`config.mk`:
```
export PLATFORM = sky130hd
export DESIGN_NAME = signed_stream_accumulator
export DESIGN_NICKNAME = d
export VERILOG_FILES = /design/src/rtl/signed_stream_accumulator.sv
export SDC_FILE = /design/constraint.sdc
export NUM_CORES = 1
export LEC_CHECK = 0
export ABC_AREA = 1
export BUFFER_PORTS_ARGS = -buffer_cell sky130_fd_sc_hd__buf_2
export CAP_MARGIN = 20
export CORE_MARGIN = 4
export CORE_UTILIZATION = 40
export DETAILED_ROUTE_END_ITERATION = 7
export SLEW_MARGIN = 20
export SYNTH_ARGS = -nofsm -noshare
export SYNTH_HDL_FRONTEND = slang
export SYNTH_SLANG_ARGS = --single-unit
export TNS_END_PERCENT = 20
```
`constraint.sdc`:
```
create_clock -name clk -period 1.71 [get_ports clk]
set_clock_uncertainty 0.2 [all_clocks]
set_input_delay 0.0855 -clock clk [delete_from_list [all_inputs] [get_ports clk]]
set_output_delay 0.0855 -clock clk [all_outputs]
set_load 0.1 [all_outputs]
```
`src/rtl/signed_stream_accumulator.sv`:
```
// signed_stream_accumulator
//   Sums a packet of WIDTH-bit two's-complement operands received over a
//   valid/ready stream and presents the packet total, a sticky overflow flag
//   and a saturating operand count on a valid/ready output.
//
// Parameters:
//   WIDTH  operand/result width (two's complement), >= 2
//   CNT_W  operand counter width; the count saturates at all-ones
//
// Ports:
//   clk            rising-edge clock
//   rst            asynchronous, active-high reset
//   up_valid       operand valid
//   up_ready       block can accept an operand (low in HOLD and during reset)
//   up_data        signed operand
//   up_last        operand is the last of its packet
//   down_valid     result valid
//   down_ready     consumer accepts result
//   down_data      signed packet sum
//   down_overflow  one or more additions in the packet overflowed
//   down_count     operands in the packet, saturating
//
// Build option:
//   SIGNED_STREAM_ACC_SATURATE_EN  when defined, an overflowing addition clamps
//   to the most positive/negative value instead of wrapping; overflow is still
//   reported. When undefined the sum wraps modulo 2^WIDTH.

module signed_stream_accumulator #(
  parameter int unsigned WIDTH = 4,
  parameter int unsigned CNT_W = 8
) (
  input  logic             clk,
  input  logic             rst,
  input  logic             up_valid,
  output logic             up_ready,
  input  logic [WIDTH-1:0] up_data,
  input  logic             up_last,
  output logic             down_valid,
  input  logic             down_ready,
  output logic [WIDTH-1:0] down_data,
  output logic             down_overflow,
  output logic [CNT_W-1:0] down_count
);

  typedef enum logic {
    ACC  = 1'b0,
    HOLD = 1'b1
  } state_t;

  localparam logic [WIDTH-1:0] MAX_POS = {1'b0, {(WIDTH-1){1'b1}}};
  localparam logic [WIDTH-1:0] MAX_NEG = {1'b1, {(WIDTH-1){1'b0}}};
  localparam logic [CNT_W-1:0] CNT_ONE = {{(CNT_W-1){1'b0}}, 1'b1};

  state_t           state, state_n;
  logic [WIDTH-1:0] acc, acc_n;
  logic             ovf_sticky, ovf_sticky_n;
  logic [CNT_W-1:0] cnt, cnt_n;
  logic             down_valid_n;
  logic [WIDTH-1:0] down_data_n;
  logic             down_overflow_n;
  logic [CNT_W-1:0] down_count_n;

  logic             accept;
  logic [WIDTH-1:0] sum;
  logic             step_ovf;
  logic [WIDTH-1:0] stored;
  logic [CNT_W-1:0] cnt_inc;

  assign up_ready = (state == ACC) && !rst;
  assign accept   = up_valid && up_ready;

  // Datapath for the current beat.
  always_comb begin
    sum      = acc + up_data;
    step_ovf = (acc[WIDTH-1] == up_data[WIDTH-1]) && (sum[WIDTH-1] != acc[WIDTH-1]);
    cnt_inc  = (&cnt) ? cnt : cnt + CNT_ONE;
`ifdef SIGNED_STREAM_ACC_SATURATE_EN
    // Overflow only happens when both addends share a sign, so acc's sign
    // selects the clamp direction.
    if (step_ovf) begin
      stored = acc[WIDTH-1] ? MAX_NEG : MAX_POS;
    end else begin
      stored = sum;
    end
`else
    stored = sum;
`endif
  end

  // Next-state and register next values.
  always_comb begin
    state_n         = state;
    acc_n           = acc;
    ovf_sticky_n    = ovf_sticky;
    cnt_n           = cnt;
    down_valid_n    = down_valid;
    down_data_n     = down_data;
    down_overflow_n = down_overflow;
    down_count_n    = down_count;

    unique case (state)
      ACC: begin
        if (accept) begin
          if (up_last) begin
            down_data_n     = stored;
            down_overflow_n = ovf_sticky || step_ovf;
            down_count_n    = cnt_inc;
            down_valid_n    = 1'b1;
            acc_n           = '0;
            ovf_sticky_n    = 1'b0;
            cnt_n           = '0;
            state_n         = HOLD;
          end else begin
            acc_n        = stored;
            ovf_sticky_n = ovf_sticky || step_ovf;
            cnt_n        = cnt_inc;
          end
        end
      end
      HOLD: begin
        if (down_ready) begin
          down_valid_n = 1'b0;
          state_n      = ACC;
        end
      end
      default: state_n = ACC;
    endcase
  end

  always_ff @(posedge clk or posedge rst) begin
    if (rst) begin
      state         <= ACC;
      acc           <= '0;
      ovf_sticky    <= 1'b0;
      cnt           <= '0;
      down_valid    <= 1'b0;
      down_data     <= '0;
      down_overflow <= 1'b0;
      down_count    <= '0;
    end else begin
      state         <= state_n;
      acc           <= acc_n;
      ovf_sticky    <= ovf_sticky_n;
      cnt           <= cnt_n;
      down_valid    <= down_valid_n;
      down_data     <= down_data_n;
      down_overflow <= down_overflow_n;
      down_count    <= down_count_n;
    end
  end

endmodule

```
# After elaboration in Yosys (flattened, before gate mapping)
# Cells that the tools add are included.
# Widths: inputs -> output; s select.
classes:
  add_sub_neg: 2
  n_reduce_logical: 9
  n_mux: 12
  bitwise: 1
  eq_ne: 5
op_table:
  columns: ["op", "count"]
  rows:
  - ["$mux 8", 2]
  - ["$add 8x1->8 const B", 1]
  - ["$reduce_and 8->1", 1]
  - ["$mux 1", 7]
  - ["$ne 2x2->1 const B", 3]
  - ["$reduce_and 3->1", 2]
  - ["$add 4x4->4", 1]
  - ["$mux 4", 1]
  - ["$pmux 1 s2", 2]
  - ["$logic_and 1x1->1", 3]
  - ["$reduce_and 2->1", 1]
  - ["$eq 1x1->1", 1]
  - ["$logic_not 1->1", 1]
  - ["$logic_or 1x1->1", 1]
  - ["$ne 1x1->1", 1]
  - ["$not 1->1", 1]
word_totals:
  elab_cells: 37
  input_bits: 9
  regBits: 28
  out_inout_bits: 15

# Depth between registers and ports, before layout
# Gate-level depths: netlist (run 1).
logic_depth:
  ltp_word: 5
  depth_mapped: 9
  mapped_depth_nobuf: 9

# Worst setup path before layout (run 1)
# No wires, ideal clock.
synth_path:
  path_kind: "reg-to-reg"
  startpoint: "reg state"
  endpoint: "reg down_count[0]"
  path_buffers: 1
  t_arrival_ps: 1569
  setup_ps: 120
  path_slack_ps: -179
  period_less_slack_ps: 1889
  path_stages_with_launch: 8
  required_ps: 1390
  path_cell_list: "dfrtp_1 > nor2_4 > nand2_4 > nor2_4 > inv_2 > buf_6 > nand2_1 > nand2_1"
synth_between:
  elab_chain_cells: 4
synth_lines:
  columns: ["element", "line_no", "source"]
  rows:
  - ["from (decl)", "54", "state_t state, state_n;"]
  - ["from (signal assigned)", "141", "state <= state_n;"]
  - ["$not 1->1 (no source line)", null, null]
  - ["$logic_and 1x1->1", "69", "assign up_ready = (state == ACC) && !rst;"]
  - ["net up_ready", "35", "output logic up_ready,"]
  - ["$logic_and 1x1->1", "70", "assign accept = up_valid && up_ready;"]
  - ["$reduce_and 3->1 (no source line)", null, null]
  - ["to (signal assigned)", "148", "down_count <= down_count_n;"]
  - ["to (decl)", "42", "output logic [CNT_W-1:0] down_count"]
# The timed path passes the listed nets, and every way through them passes these cells.
# A chain may end at the register's enable or synchronous reset.

# Worst setup path in the final report (run 1)
layout_path:
  startpoint: "in rst"
  endpoint: "out up_ready"
layout_between:
  elab_chain_cells: 2
layout_lines:
  columns: ["element", "line_no", "source"]
  rows:
  - ["from (decl)", "33", "input logic rst,"]
  - ["$logic_not 1->1 (no source line)", null, null]
  - ["$logic_and 1x1->1", "69", null]
  - ["to (decl)", "35", null]
# Every way passes these cells.

==> results of run 1 <==
per-layer routing:
layer	GRT usage [%]	share of wire (%)	routed length [µm]
met5	0	0	0
met2	27.01	53	1641
met1	16.12	43	1344
met4	3.037	0.55	17
met3	3.924	3.6	113
placed cells by master (no fill, tap or decap):
cell type	netlist	layout
sky130_fd_sc_hd__nand3_4	1	1
sky130_fd_sc_hd__buf_2	0	23
sky130_fd_sc_hd__nand3_1	17	17
sky130_fd_sc_hd__nor2_1	5	5
sky130_fd_sc_hd__o21bai_1	1	1
sky130_fd_sc_hd__xnor2_1	1	1
sky130_fd_sc_hd__xor2_1	2	2
sky130_fd_sc_hd__dlygate4sd3_1	0	4
sky130_fd_sc_hd__o21ai_1	0	1
sky130_fd_sc_hd__nor2_2	1	1
sky130_fd_sc_hd__or2_2	1	1
sky130_fd_sc_hd__o21ai_0	9	8
sky130_fd_sc_hd__nand2_2	3	3
sky130_fd_sc_hd__inv_1	21	21
sky130_fd_sc_hd__buf_4	1	3
sky130_fd_sc_hd__nand2_1	65	65
sky130_fd_sc_hd__nor2_4	3	3
sky130_fd_sc_hd__a2bb2oi_1	1	1
sky130_fd_sc_hd__a21oi_1	3	3
sky130_fd_sc_hd__nand2_4	1	1
sky130_fd_sc_hd__clkbuf_8	0	4
sky130_fd_sc_hd__fa_1	1	1
sky130_fd_sc_hd__o21ai_2	1	1
sky130_fd_sc_hd__inv_2	4	4
sky130_fd_sc_hd__nor2_8	1	1
sky130_fd_sc_hd__nand3b_1	2	2
sky130_fd_sc_hd__o22ai_1	1	1
sky130_fd_sc_hd__dfrtp_1	28	28
sky130_fd_sc_hd__ha_1	4	4
worst max-delay path, stage by stage:
cell,delay (ns)
sky130_fd_sc_hd__dlygate4sd3_1,0.54
sky130_fd_sc_hd__buf_2,0.14
sky130_fd_sc_hd__nor2_4,0.13
sky130_fd_sc_hd__buf_2,0.44
state kept, by name, summed over array words and instances, names as in the netlist:
name           cells
down_overflow      1
down_data          4
down_count         8
ovf_sticky         1
down_valid         1
state              1
cnt                8
acc                4
logic make-up (layout without fill, tap and decap cells):
family                     after synthesis  after routing
AOI/OAI and AO/OA                       16             16
and+or+nand+nor                        100            100
buffers and inverters                   28             59
xor gates and xnor gates                 3              3
adders and majority gates                5              5
DFF                                     28             28
worst paths after layout:
check	to	depth (start not counted)
min in group asynchronous	cnt[1]	4
max in group asynchronous	down_count[3]	4
max reg2reg	cnt[2]	9
min	cnt[3]	4
min reg2reg	down_data[0]	2
max	up_ready	4
stage by stage:
step | power, mW | hold WS, ns | instance area [µm²]
CTS | 2.364 | 0.02194 | 1749
global route | 2.484 | 0.02437 | 1749
detailed placement | 1.946 | 0.02439 | 1654
floorplan | 1.753 | -0.04909 | 1489
global placement | 1.928 | 0.0001251 | 1654
finish | 2.341 | 0.01944 | 1749
where the power goes:
group / leakage, nW / switching [mW] / internal (mW)
Clock: 0.0288 / 0.202 / 0.206
Combinational: 0.562 / 0.853 / 0.216
Sequential: 0.371 / 0.0783 / 0.784
cell type report:
type | count | area, µm²
Clock buffer | 4 | 55.05
Inverter | 25 | 93.84
Multi-Input combinational cell | 124 | 664.4
Tap cell | 46 | 57.56
Fill cell | 366 | 1719
Timing Repair Buffer | 30 | 177.7
Sequential cell | 28 | 700.7
timing repair:
action                                 4_1_cts  5_1_grt
endpoints found under the hold margin       39        0
resized for setup                            0        1
hold buffers                                 4        0
buffers inserted                             0        0
setup endpoints to repair                    0        1
==> reports/results.txt, run 1 <==
The combinational family with the most area after synthesis is simple AND/OR/NAND/NOR gates. The run finished with clean final reports. TritonCTS built the clock tree.

The run gives 67.67% as the tightest slew margin relative to the limit. Yosys attributes the largest share of cell area to sky130_fd_sc_hd__dfrtp_1 47%, sky130_fd_sc_hd__nand2_1 16%, sky130_fd_sc_hd__nand3_1 5.7%. The later pin in the worst-skew pair is clocked with a latency of 0.27 ns. The most critical setup path has its startpoint at rst.

The synthesized design contains 28 register bits. In the final layout, the share of cells above drive strength 1 is 21.80%. The start-to-end type of the worst setup path is in -> out. Derived from the worst setup path, the maximum achievable clock frequency is 0.6117 GHz. The simple-gate area share of the yosys netlist works out to 32.02%.

In the finished design, the share of the clock period the worst path needs comes to 95.60%. Yosys instantiated no cell more often than sky130_fd_sc_hd__nand2_1. For this run, the register share of the synthesized area comes to 47.06%. When the netlist entered floorplanning its net count stood at 194. The most used flip-flop cell after synthesis is sky130_fd_sc_hd__dfrtp_1. For the post-placement cell count, the log shows 249.

Summed over all cells, the static leakage comes to 0.9621 nW. The die area was 0.004762 mm²; the maximum fanout along the worst path was 2. Clock-pin slew reported for the worst setup and hold paths after clock tree synthesis: 0.09 ns. Input and output buffers added on the ports amount to 23.

The beginning of the worst register-to-register path was cnt[1]. Setup violations remaining at the end of the flow were counted as 0. The tools report the number of max-cap violations as 0. The commonest cells after synthesis are 65 x sky130_fd_sc_hd__nand2_1, 28 x sky130_fd_sc_hd__dfrtp_1, 21 x sky130_fd_sc_hd__inv_1. The via count of the first global-routing pass was 1298; the post-detailed-route DRC marker count was 0. After detailed routing, the number of vias per cell comes to 4.658.

The tools report the sum of overflow across all layers after global routing as 0. Cells fill 50.43% of the core in the end. The synthesized-area fraction occupied by adder cells was 4.706%; the number of nets with antenna violations after routing was 0. Data on the critical path arrives at its endpoint at 1.35 ns. No sink is reached through more buffers than the 2 on the longest clock path.

Yosys printed 0 warnings. For the final max-slew violation count, the log shows 0. In this run, the number of DRC markers left after iteration 0 of detailed routing was 59.

The path class of the tightest hold or removal check is in -> reg. The post-synthesis async set-or-reset flop share is 100.0%, and the overall global routing resource usage is 14.41%. At the worst endpoint, the required time is 1.42 ns. The run gives 1197 as the detailed-route via count.

In this run the cell area of the synthesized design comes to 0.001489 mm². The layout overhead on the synthesized area is 17.48%. For the length of the first detailed-routing pass in iterations, the log shows 4. The kind of capture point of the worst setup path is an output port.

The gate count after technology mapping was 180. The tree built by TritonCTS fans out to 28 sinks. Reg-to-reg setup timing slack: 0.12 ns. The worst ir drop on vdd came out at 0.5887 mV.

For this configuration, the core starts out at a cell density of 42.93%. The worst hold path begins at up_valid. The die is 69.01 µm wide. The post-route setup TNS was 0 ns; the detailed-placement wirelength estimate was 2.315 mm. The area share of the largest cell type after synthesis was 47.06%; the final hold violation count was 0. The tools report the global placer's final weighted congestion as 0.8331. Setup repair after global routing left no endpoint under its margin. Counting flops with a built-in enable in the synthesized netlist gives 0. The pin count of the biggest net entering global routing was 29. 0 antenna diodes ended up in the layout. Of all cell types, the one taking the most synthesized area is sky130_fd_sc_hd__dfrtp_1. Subtracting the final worst setup slack from the clock period gives 1.635 ns.

At the end of the flow, the number of nets in the layout was 226. In the final routed layout, each cell accounts on average for 12.12 µm. The vertical die dimension was 69.01 µm.

The power per standard cell area was 1338 mW/mm²; the H-tree depth reported by CTS was 1. The average instance in the mapped netlist occupies 8.272 µm². Excluding fillers, the count of instances in the completed layout stands at 257. In this run, distinct cell masters in the synthesized netlist total 26. For the pin with the worst max-slew slack, the measured transition is 0.4883 ns. The floorplan has 21 rows.

The tools report the initial antenna violation count as 0. Summed over all layers, the routed wires come to 3.116 mm. Clock tree synthesis inserted a total of 3 buffers.

The worst setup path is launched from an input port. The first-pass GRT wire length is 5.733 mm, and the placeable core region is 0.003468 mm². Multiplexer cells account for 0% of the synthesized area. Summing the areas of all compound-gate instances in the mapped netlist gives 6.134% of the synthesized area. The tools report the final worst slack as 0.07519 ns. The root cell of the clock tree was sky130_fd_sc_hd__clkbuf_8.

Of the total synthesized cell area, the portion taken by XOR and XNOR cells is 1.765%. Before CTS, the worst setup slack after placement is 0.1235 ns. For the I/O pin count, the log shows 24.
(Power assumes the default switching activity.)
==> run 2, diff against run 1 <==
CAP_MARGIN = not set   (was 20)
CORE_ASPECT_RATIO = 0.75   (was not set)
==> reports/results.txt, run 2 (same netlist as run 1, synthesis figures left out) <==
The flow ran to the end, and the final reports show no timing, DRC or antenna violations. The overall global routing resource usage is 14.29% (-0.12 points), and the final hold violation count is 0 (unchanged). The tools report the site row count as 18 (-14%). For the worst-case clock buffer depth, the log shows 2 (unchanged).

The pin count of the biggest net entering global routing came out at 29 (unchanged). The clock-pin slew reported for the worst setup and hold paths after clock tree synthesis is 0.10 ns (about the same). The tools report the post-detailed-route DRC marker count as 0 (unchanged).

Leaving out fill and tap cells, the most frequent cell in the layout is sky130_fd_sc_hd__nand2_1. The layout net count came out at 225 (-0.44%). Vertical die dimension: 60.84 µm (-12%).

The endpoint identified for the worst register-to-register timing path is down_count[1]. The number of buffers added on ports works out to 23 (unchanged). The antenna diode count was 0 (unchanged). The global placer's final weighted congestion is 0.8682 (+4.2%), and the sum of overflow across all layers after global routing is 0 (unchanged). Setup repair after global routing could not meet its margin everywhere.

The worst hold-check path type is in -> reg. For the violation count after the first detailed-route iteration, the log shows 55 (-6.8%). For the post-route setup TNS, the log shows 0 ns (unchanged).

The number of nets with antenna violations after routing is 0 (unchanged). The worst setup path is of the in -> out kind. The fraction of layout cells with a size suffix above 1 came out at 22.38% (+0.58 points). The power per standard cell area works out to 1382 mW/mm² (+3.3%).

Traced cell by cell, the critical path runs through dlygate4sd3_1, buf_2, nor2_4, buf_2. The number of buffer and inverter stages on the critical path is 3 (unchanged). For the initial standard-cell utilization of the core, the log shows 43.49% (+0.56 points). Detailed-route via count: 1193 (-0.33%). On the critical path, the stage with the largest delay is an instance of sky130_fd_sc_hd__dlygate4sd3_1.

The depth of the most critical reg-to-reg path is 9 (unchanged), and the total setup violations reported at the end of the flow is 0 (unchanged). The initial antenna violation count came out at 0 (unchanged). The tools report the root cell of the clock tree as sky130_fd_sc_hd__clkbuf_8. The worst-skew pair later-pin latency is 0.28 ns (about the same), and the final worst slack is 0.09935 ns (+0.02416 ns). For the number of max-cap violations, the log shows 0 (unchanged).

The run gives 252 (+1.2%) as the post-placement cell count. The portion of the clock cycle consumed by the worst path in the final layout was 94.19% (-1.4 points). TritonCTS built the clock tree. The tools report the placeable core region as 0.003423 mm² (-1.3%). The first-pass GRT wire length is 5.223 mm (-8.9%). The logic depth of the worst path, buffers included came out at 4 (unchanged). The run gives 0.01573 ns (-0.003714 ns) as the worst hold margin.

The largest registers in the layout are cnt: 8 flops, down_count: 8 flops. For the final max-slew violation count, the log shows 0 (unchanged). For the worst ir drop on vdd, the log shows 0.7592 mV (+29%). For the via count of the first global-routing pass, the log shows 1182 (-8.9%). The placed cell area was 0.001652 mm² (-0.15%). The length of the first detailed-routing pass in iterations came out at 4 (unchanged).

The logs give 0.004773 mm² (+0.21%) for the die area and 260 (+1.2%) for the number of standard cells in the layout, taps in and fillers out. Relative to the synthesized area, the layout overhead comes to 18.66%. The die width works out to 78.45 µm (+14%). The beginning of the worst register-to-register path is cnt[1]. Static leakage: 0.9607 nW (-0.14%). STA classifies the critical path endpoint as an output port. For the reg-to-reg setup timing slack, the log shows 0.1 ns (-0.02 ns).

The wire length per cell after detailed routing is 11.52 µm (-5.0%), and the filler cell count is 346 (-5.5%). The actual slew at the worst max-slew pin was 0.4882 ns (-0.00009382 ns). The run gives 3 (unchanged) as the number of clock buffers inserted by TritonCTS. The maximum fanout along the worst path was 2 (unchanged); the worst path arrival time was 1.33 ns (-0.02 ns).

The tools report the count of clock tree sinks as 28 (unchanged). The run gives 0.1006 ns (-0.02296 ns) as the worst setup slack after placement. In this run the worst setup path begins at rst. For the area of all placed cells without fillers, the log shows 0.001767 mm² (+1.0%). The cell repeated most along the worst path was sky130_fd_sc_hd__buf_2. The via density per instance came out at 4.588 (-1.5%). Shortest period the worst path allows: 1.611 ns (-0.02416 ns). The cell type group with the largest total delay on the critical path was buffers and inverters.

The I/O pin count was 24 (unchanged); the H-tree depth reported by CTS was 1 (unchanged). The library cells used most frequently in the layout, excluding fill and tap cells, are 65 x sky130_fd_sc_hd__nand2_1, 27 x sky130_fd_sc_hd__dfrtp_1, 23 x sky130_fd_sc_hd__buf_2, 21 x sky130_fd_sc_hd__inv_1, 17 x sky130_fd_sc_hd__nand3_1. The critical path required time was 1.42 ns (about the same); the detailed-placement wirelength estimate was 2.212 mm (-4.5%). The run gives 0.6209 GHz (+1.5%) as the top achievable clock speed.

The total length of routed wires was 2.994 mm (-3.9%); the tightest slew margin relative to the limit was 67.68% (about the same). The delay contributed by the slowest stage of the critical path is 0.53 ns (about the same). The nature of the critical path startpoint was an input port.

The critical path ends at up_ready.
==> run 2: how the worst min path moves through the flow <==
stage,depth (start not counted),start,end
2_1_floorplan,1,rst,acc[0]
3_3_place_gp,3,rst,down_data[0]
3_5_place_dp,3,rst,down_data[0]
4_1_cts,4,up_valid,cnt[5]
5_1_grt,4,up_valid,cnt[4]
6_report,4,up_valid,cnt[5]
==> run 2: stage by stage <==
step | util, % | power [mW]
floorplan | - | 1.753
global placement | 48.25 | 1.911
detailed placement | 48.25 | 1.928
CTS | 51.50 | 2.464
global route | 51.61 | 2.582
finish | 51.61 | 2.442
==> run 2: worst register-to-register path: cells and delay by family, from the launching register on <==
family | cells | cell delay, ns
AND/OR/NAND/NOR | 6 | 0.52
flip-flops | 1 | 0.43
adder cells (fa/ha/maj) | 1 | 0.22
buffers and inverters | 2 | 0.18
==> run 2: timing repair <==
action / CTS / global route
endpoints found under the hold margin: 39 / 0
resized for setup: 0 / 3
setup buffers: 0 / 0
setup endpoints to repair: 0 / 11
hold buffers: 4 / 0
==> run 2: power breakdown <==
group          switching [mW]  total, mW  leakage [nW]  internal [mW]
combinational           0.842       1.05         0.555          0.212
clock                   0.210      0.524        0.0357          0.314
sequential             0.0794      0.864         0.370          0.785
total                    1.13       2.44         0.961           1.31
==> run 2: area by class of cell <==
| cell class | instances | area [µm²] | share of cell area, % |
|---|---|---|---|
| clock buffers | 3 | 41.29 | 2.337 |
| clock inverters | 1 | 30.03 | 1.700 |
| inverters | 25 | 93.84 | 5.312 |
| multi-input cells | 124 | 666.9 | 37.75 |
| flip-flops and latches | 28 | 701.9 | 39.73 |
| well taps | 50 | 62.56 | 3.541 |
| repair buffers | 29 | 170.2 | 9.632 |
==> run 2: metal layers <==
metal | vias to the layer above | track usage, % | share of wire (%)
met5 | - | 0 | 0
met4 | 0 | 4.239 | 1.0
met3 | 4 | 4.154 | 5.0
met2 | 24 | 22.93 | 42
met1 | 543 | 19.11 | 52
li1 | 622 | - | -
